## src/rtl/restoring_divider_four_bit.sv

```systemverilog
// +--------------------------------------------------------------------------+
// | restoring_divider_four_bit : unsigned restoring divider, 1 quotient bit   |
// | per clock. Optional macro DIV_BY_ZERO_DETECT_EN adds a 1-cycle x/0 exit.  |
// | Revision: 1.0                                                            |
// +--------------------------------------------------------------------------+
`default_nettype none

module restoring_divider_four_bit #(
  parameter int WIDTH = 4
) (
  input  logic             clk,
  input  logic             rst,
  input  logic             start,
  input  logic [WIDTH-1:0] dividend,
  input  logic [WIDTH-1:0] divisor,
  output logic             busy,
  output logic             done,
  output logic [WIDTH-1:0] quotient,
  output logic [WIDTH-1:0] remainder,
  output logic             div_by_zero
);

  localparam int CW = $clog2(WIDTH + 1);

  typedef enum logic [1:0] {
    S_IDLE = 2'd0,
    S_RUN  = 2'd1,
    S_DONE = 2'd2
  } state_t;

  state_t           state_q, state_d;
  logic [CW-1:0]    count_q, count_d;
  logic [WIDTH:0]   rem_q,   rem_d;
  logic [WIDTH-1:0] quot_q,  quot_d;
  logic [WIDTH-1:0] dvsr_q,  dvsr_d;
  logic [WIDTH:0]   rem_shift;
  logic [WIDTH:0]   trial;
  logic             accept;

`ifdef DIV_BY_ZERO_DETECT_EN
  logic             dbz_q, dbz_d;
`endif

  always_ff @(posedge clk) begin
    if (rst) begin
      state_q <= S_IDLE;
      count_q <= '0;
      rem_q   <= '0;
      quot_q  <= '0;
      dvsr_q  <= '0;
`ifdef DIV_BY_ZERO_DETECT_EN
      dbz_q   <= 1'b0;
`endif
    end else begin
      state_q <= state_d;
      count_q <= count_d;
      rem_q   <= rem_d;
      quot_q  <= quot_d;
      dvsr_q  <= dvsr_d;
`ifdef DIV_BY_ZERO_DETECT_EN
      dbz_q   <= dbz_d;
`endif
    end
  end

  always_comb begin
    state_d = state_q;
    count_d = count_q;
    rem_d   = rem_q;
    quot_d  = quot_q;
    dvsr_d  = dvsr_q;
`ifdef DIV_BY_ZERO_DETECT_EN
    dbz_d   = dbz_q;
`endif

    // The borrow out of the (WIDTH+1)-bit trial subtraction decides the bit.
    rem_shift = {rem_q[WIDTH-1:0], quot_q[WIDTH-1]};
    trial     = rem_shift - {1'b0, dvsr_q};
    accept    = start && (state_q != S_RUN);

    case (state_q)
      S_RUN: begin
        if (!trial[WIDTH]) begin
          rem_d  = trial;
          quot_d = {quot_q[WIDTH-2:0], 1'b1};
        end else begin
          rem_d  = rem_shift;
          quot_d = {quot_q[WIDTH-2:0], 1'b0};
        end
        count_d = count_q - CW'(1);
        if (count_q == CW'(1)) begin
          state_d = S_DONE;
        end
      end
      S_DONE:  state_d = S_IDLE;
      S_IDLE:  state_d = S_IDLE;
      default: state_d = S_IDLE;
    endcase

    if (accept) begin
      quot_d  = dividend;
      dvsr_d  = divisor;
      rem_d   = '0;
      count_d = CW'(WIDTH);
      state_d = S_RUN;
`ifdef DIV_BY_ZERO_DETECT_EN
      dbz_d   = 1'b0;
      if (divisor == '0) begin
        quot_d  = '1;
        rem_d   = {1'b0, dividend};
        count_d = '0;
        dbz_d   = 1'b1;
        state_d = S_DONE;
      end
`endif
    end
  end

  assign busy      = (state_q == S_RUN);
  assign done      = (state_q == S_DONE);
  assign quotient  = quot_q;
  assign remainder = rem_q[WIDTH-1:0];

`ifdef DIV_BY_ZERO_DETECT_EN
  assign div_by_zero = dbz_q;
`else
  assign div_by_zero = 1'b0;
`endif

endmodule

`default_nettype wire

```

## config.mk

```make
export PLATFORM = sky130hd
export DESIGN_NAME = restoring_divider_four_bit
export DESIGN_NICKNAME = d
export VERILOG_FILES = /design/src/rtl/restoring_divider_four_bit.sv
export SDC_FILE = /design/constraint.sdc
export NUM_CORES = 1
export LEC_CHECK = 0
export ABC_AREA = 0
export CORE_ASPECT_RATIO = 1.5
export CORE_UTILIZATION = 30
export DETAILED_ROUTE_END_ITERATION = 8
export GPL_TIMING_DRIVEN = 1
export HOLD_SLACK_MARGIN = 0.05
export PLACE_DENSITY_LB_ADDON = 0.2
export SLEW_MARGIN = 10
export SYNTH_ARGS = -nofsm -noshare
export SYNTH_HDL_FRONTEND = slang
export SYNTH_SLANG_ARGS = --single-unit
```

## constraint.sdc

```tcl
create_clock -name clk -period 2.3 [get_ports clk]
set_input_delay 0.23 -clock clk [delete_from_list [all_inputs] [get_ports clk]]
set_output_delay 0.23 -clock clk [all_outputs]
set_load 0.005 [all_outputs]
```

==> results of run 1 <==
[flip-flops by register name (all words and copies together) (netlist names)]
register / flops
rem_q: 4
count_q: 3
state_q: 2
dvsr_q: 4
quotient: 4
[cells in the final DEF, fill, tap and decap left out]
cell type / Yosys / layout
a211oi_2: 1 / 1
nor2_1: 16 / 16
nor2b_1: 1 / 1
a31oi_1: 1 / 1
clkdlybuf4s50_1: 0 / 20
xor2_1: 1 / 1
nand3_1: 4 / 4
inv_1: 9 / 9
mux2i_1: 6 / 6
a21oi_2: 1 / 1
a211oi_1: 4 / 4
nor3_1: 3 / 3
mux2_2: 1 / 1
fa_1: 1 / 1
xnor2_1: 1 / 1
clkinv_2: 0 / 1
clkbuf_8: 0 / 3
a22o_1: 3 / 3
a311oi_1: 1 / 1
dfxtp_1: 17 / 17
ha_1: 6 / 6
a21oi_1: 8 / 8
buf_4: 1 / 3
nand2_1: 7 / 7
nand3b_1: 1 / 1
conb_1: 1 / 1
xor2_2: 1 / 1
nand2b_1: 3 / 3
[where the power goes]
group / switching [mW] / total [mW] / internal, mW
logic: 0.0960 / 0.210 / 0.114
clock network: 0.109 / 0.229 / 0.120
registers: 0.0185 / 0.336 / 0.318
total: 0.223 / 0.776 / 0.552
[cell type report]
class	instances	area, µm²
fill	311	1700
multi-input combinational	72	490.5
sequential	17	340.3
timing repair buffer	23	222.7
tap	39	48.80
clock buffer	3	41.29
inverter	9	33.78
clock inverter	1	5.005
[worst min-delay path, stage by stage (launching register included)]
cell and delay [ps]:
dfxtp_1 320, nand2_1 50, a21oi_1 50
[per-layer routing]
metal | wire [µm] | share of wire (%) | vias to the layer above | track usage [%]
met2 | 997 | 52 | 13 | 22.38
met3 | 61 | 3.2 | 2 | 3.141
met1 | 821 | 43 | 369 | 15.71
li1 | - | - | 386 | -
met5 | 0 | 0 | - | 0
met4 | 21 | 1.1 | 0 | 7.619
[through the flow]
stage / worst slack, ps / area, µm²
after floorplan: 63.20 / 899.6
after global placement: 180.4 / 1136
after detailed placement: 153.7 / 1136
after CTS: 143.4 / 1182
after global routing: 7.750 / 1182
final: 154.6 / 1182
[path summary, 6_finish.rpt]
kind,from,to,slack [ps]
max,quotient[3],rem_q[3],150
min,dvsr_q[2],dvsr_q[2],470
max reg2reg,quotient[3],rem_q[3],150
min reg2reg,dvsr_q[2],dvsr_q[2],470
[cells by family (layout without fill, tap and decap cells)]
kind of cell / Yosys count / in the layout
flops: 17 / 17
simple gates: 35 / 35
xor+xnor: 3 / 3
compound gates: 19 / 19
fa+ha+maj: 7 / 7
mux: 7 / 7
other cells: 1 / 1
buf+inv: 15 / 36
==> impl_metrics.csv, run 1 <==
group,metric,value,unit
placement,place.gp.congestion,0.8118,
timing,fin_worst_skew,6.617,ps
global_route,grt_use_total,13.81,%
critical_path,path_buf_inv,1,
logic_synthesis,ys.flop_type,"dfxtp_1",
global_route,gr-total-overflow,0,
critical_path,worstPathMaxFanout,3,
global_route,grt_pass1_vias,764,
detailed_routing,drt-initial-drc-count,3,
logic_synthesis,synth.most_common_cell,"dfxtp_1",
timing,tightest_slew,544.0,ps
floorplan,pin_count,22,
final_layout,fin_nets,144,
power,p_total,775.5,µW
final_layout,utilization,41.02,%
cts,clk_latency,260,ps
detailed_routing,drt_pass1_iterations,2,
placement,post-place-cells,160,
logic_synthesis,netlist_area,899.6,µm²
floorplan,die_h,69.07,µm
floorplan,start_util,31.21,%
logic_synthesis,ys_ff_latch,17,
floorplan,rows,24,
final_layout,syn2layout_area_growth,31.43,%
power,power_density,655.9,nW/µm²
timing,hold_slack,467.1,ps
critical_path,critPathLaunchType,"flip-flop",
critical_path,end_kind,"flip-flop",
detailed_routing,wire_per_inst,11.59,µm
logic_synthesis,synth.area.mux_share,7.928,%
critical_path,path_cells,"inv_1, ha_1, fa_1, nand2b_1, a21oi_2, xor2_2, mux2_2, a22o_1",
critical_path,slowest_delay,400,ps
logic_synthesis,synthCells,104,
timing,finalMaxSlewViolations,0,
timing,rsz0062_at_grt,"no",
cts,root_buffer,"clkbuf_8",
detailed_routing,drc,0,
logic_synthesis,async_flop_share,0,%
cts,clk_path_buf_depth,2,
logic_synthesis,netlist-cell-type-count,29,
job,maxCapViolCount,0,
critical_path,slowest_stage,"fa_1",
logic_synthesis,synth_edf_count,0,
global_route,antenna_found_initial,0,
critical_path,reg2regPathDepth,8,
timing,setup_viol,0,
cts,cts_buffers,3,
floorplan,dieWidth,46.71,µm
timing,min_period,2145,ps
cts,clk_transition_reported_paths,70,ps
critical_path,crit_family,"adder cells",
cts,post-cts-setup-buffer-count,0,
logic_synthesis,ys_seq_area_share,37.83,%
logic_synthesis,synth-compound-area-share,14.74,%
final_layout,drive_gt1_share,8.800,%
final_layout,num_antenna_cells,0,
detailed_routing,routed_wl,1901,µm
critical_path,worstPathArrival,2300,ps
logic_synthesis,synth_commonest_cells,"17 x dfxtp_1, 16 x nor2_1, 9 x inv_1",
placement,dp_hpwl,1429,µm
cts,cts_resized,0,
placement,numPortBuffers,20,
timing,max_freq,466.1,MHz
timing,slew_headroom,63.62,%
status,run_status,"finished, final reports clean",
logic_synthesis,synth_xor_area_share,3.755,%
cts,cts_tree,"done",
cts,htreeDepth,1,
logic_synthesis,synth_fa_ha_area_share,10.57,%
logic_synthesis,synth_top_family_by_area,"simple AND/OR/NAND/NOR gates",
floorplan,core_area,2883,µm²
power,leakage,0.4844,nW
critical_path,cp.depth,8,
power,ir_worst_vdd,0.0003062,V
detailed_routing,vias,770,
global_route,grt_pass1_wl,3270,µm
timing,finalCritPeriodShare,93.28,%
detailed_routing,antenna_left,0,
timing,tns,0,ps
logic_synthesis,synth.top_cell.area_share,37.83,%
worst_hold_path,hold-path-cell-count,2,
critical_path,crit_required,2450,ps
logic_synthesis,yosysWarnings,0,
cts,cts.sinks,17,
logic_synthesis,synth_nets,122,
timing,hold_viol_final,0,
logic_synthesis,synthSimpleGateAreaFrac,17.11,%
critical_path,crit_type,"flip-flop to flip-flop",
detailed_routing,drt-vias-per-instance,4.695,
logic_synthesis,synth_largest_area_cell,"dfxtp_1",
global_route,grt_max_degree,20,
logic_synthesis,synth_area_leaders,"dfxtp_1 38%, ha_1 8.3%, mux2i_1 6.7%",
floorplan,die-area,3226,µm²
logic_synthesis,synth_area_per_cell,8.650,µm²
worst_hold_path,hold_class,"flip-flop to flip-flop",
cts,ctsHoldBuffers,0,
final_layout,layoutNonFillerInstCount,164,
Power figures use the tool's default switching activity.
==> inputs of run 2 (changes only) <==
--- a/config.mk
+++ b/config.mk
@@ -9,3 +9,5 @@
 export CORE_ASPECT_RATIO = 1.5
+export CORE_MARGIN = 5
 export CORE_UTILIZATION = 30
+export CTS_BUF_LIST = sky130_fd_sc_hd__clkbuf_8
 export DETAILED_ROUTE_END_ITERATION = 8
==> constraint.sdc (replaced) <==
create_clock -name clk -period 2.3 [get_ports clk]
set_input_delay 0.46 -clock clk [delete_from_list [all_inputs] [get_ports clk]]
set_output_delay 0.46 -clock clk [all_outputs]
set_load 0.005 [all_outputs]
==> run 2 against run 1 <==
Critical path depth unchanged. Clock-buffer cell count unchanged. Clock power decreased by 5%. Routed wire length decreased by 2.7%. Critical endpoint unchanged.
==> impl_metrics.csv, run 2 (same netlist as run 1, synthesis figures left out) <==
group,metric,value,unit
detailed_routing,routed_wl,1849,µm
global_route,grt_pass1_vias,765,
cts,cts_tree,"done",
detailed_routing,drt-vias-per-instance,4.640,
detailed_routing,m1WireLength,803,µm
floorplan,die-area,4216,µm²
cts,cts_resized,0,
cts,clk_transition_reported_paths,70,ps
timing,tightest_slew,496.2,ps
cts,cts.sinks,17,
floorplan,dieWidth,54.71,µm
power,pwr-share-comb,27.5,%
job,maxCapViolCount,0,
timing,slew_headroom,66.82,%
detailed_routing,maxUsedRoutingLayer,"met4",
placement,dp_hpwl,1446,µm
final_layout,layout_common_cells,"20 x clkdlybuf4s50_1, 17 x dfxtp_1, 16 x nor2_1, 10 x inv_1, 8 x a21oi_1",
timing,max_freq,464.0,MHz
placement,dpl-instance-area,1136,µm²
critical_path,crit_required,2440,ps
detailed_routing,wl_met3,76,µm
detailed_routing,wire_per_inst,11.27,µm
cts,post-cts-setup-buffer-count,0,
detailed_routing,drt-initial-drc-count,21,
critical_path,slowest_stage,"fa_1",
global_route,gr-total-overflow,0,
power,power_density,647.0,nW/µm²
timing,finalMaxSlewViolations,0,
floorplan,die_h,77.07,µm
global_route,grt_use_total,10.10,%
timing,finalCritPeriodShare,93.70,%
global_route,antenna_found_initial,0,
critical_path,worstPathMaxFanout,3,
power,seq_power_share,44.0,%
timing,setup_viol,0,
cts,ctsHoldBuffers,0,
power,ir_worst_vdd,0.0002674,V
floorplan,start_util,30.88,%
global_route,grt_max_degree,20,
detailed_routing,drt_pass1_iterations,4,
final_layout,final_area,1181,µm²
final_layout,num_antenna_cells,0,
final_layout,drive_gt1_share,8.000,%
worst_hold_path,hold_class,"flip-flop to flip-flop",
cts,clk_path_buf_depth,2,
power,switching_share,28.03,%
critical_path,end_kind,"flip-flop",
critical_path,slowest_delay,390,ps
floorplan,rows,24,
cts,root_buffer,"clkbuf_8",
final_layout,layoutNonFillerInstCount,164,
floorplan,pin_count,22,
power,clock_power_share,28.5,%
critical_path,critPathLaunchType,"flip-flop",
cts,clk_latency,250,ps
timing,hold_viol_final,0,
timing,rsz0062_at_grt,"no",
detailed_routing,vias,761,
detailed_routing,wl_met2,948,µm
final_layout,syn2layout_area_growth,31.29,%
floorplan,core_area,2913,µm²
power,p_int,550.0,µW
critical_path,crit_type,"flip-flop to flip-flop",
global_route,grt_pass1_wl,3270,µm
final_layout,final_common_cell,"clkdlybuf4s50_1",
placement,numPortBuffers,20,
cts,htreeDepth,1,
status,run_status,"finished, final reports clean",
timing,fin_worst_skew,0.5548,ps
critical_path,worstPathArrival,2300,ps
critical_path,path_cells,"inv_1, ha_1, fa_1, nand2b_1, a21oi_2, xor2_2, mux2_2, a22o_1",
detailed_routing,antenna_left,0,
final_layout,fin_nets,144,
timing,tns,0,ps
cts,cts_buffers,3,
timing,min_period,2155,ps
placement,post-place-cells,160,
placement,place.gp.congestion,0.8590,
detailed_routing,drc,0,
power,leakage,0.4858,nW
power,netSwitchingPower,214.2,µW
## run 2: critical path, delay by kind of cell, from the launching register on
family          cells  cell delay [ps]
xor+xnor            1              170
compound gates      2              350
simple gates        1              170
flops               1              350
buf+inv             1               60
mux                 1              350
fa+ha+maj           2              600
## run 2: cell type report
| type | count | area, µm² |
|---|---|---|
| fillers | 308 | 1732 |
| clock inverters | 1 | 3.754 |
| multi-input cells | 72 | 490.5 |
| flip-flops and latches | 17 | 340.3 |
| clock buffers | 3 | 41.29 |
| inverters | 9 | 33.78 |
| repair buffers | 23 | 222.7 |
| well taps | 39 | 48.80 |
## run 2: stage by stage
stage	utilization (%)	power (mW)	setup slack [ps]	hold slack [ps]
final	40.55	0.7642	145.0	453.8
after global routing	40.55	0.8145	10.28	473.6
after CTS	40.55	0.7753	129.8	459.2
after detailed placement	39.00	0.5549	138.2	449.8
after global placement	39.00	0.5503	179.5	446.5
after floorplan	-	0.4761	63.20	434.4
## run 2: routing by layer
metal	vias up	global-route usage, %
li1	388	-
met1	357	12.80
met2	14	15.76
met3	2	2.132
met4	0	4.489
met5	-	0
## run 2: power by group through the flow
stage / Sequential, mW / Clock, mW / Combinational [mW]
floorplan: 0.341 / 0 / 0.135
global placement: 0.342 / 0 / 0.208
detailed placement: 0.343 / 0 / 0.212
CTS: 0.336 / 0.226 / 0.213
global route: 0.340 / 0.240 / 0.235
finish: 0.336 / 0.218 / 0.210
## run 2: final timing paths
path | slack (ps) | start | cells after the start | endpoint
worst min register to register | 450 | dvsr_q[2] | 2 | dvsr_q[2]
worst max-delay path | 140 | quotient[3] | 8 | rem_q[3]
worst max register to register | 140 | quotient[3] | 8 | rem_q[3]
worst min-delay path | 450 | dvsr_q[2] | 2 | dvsr_q[2]
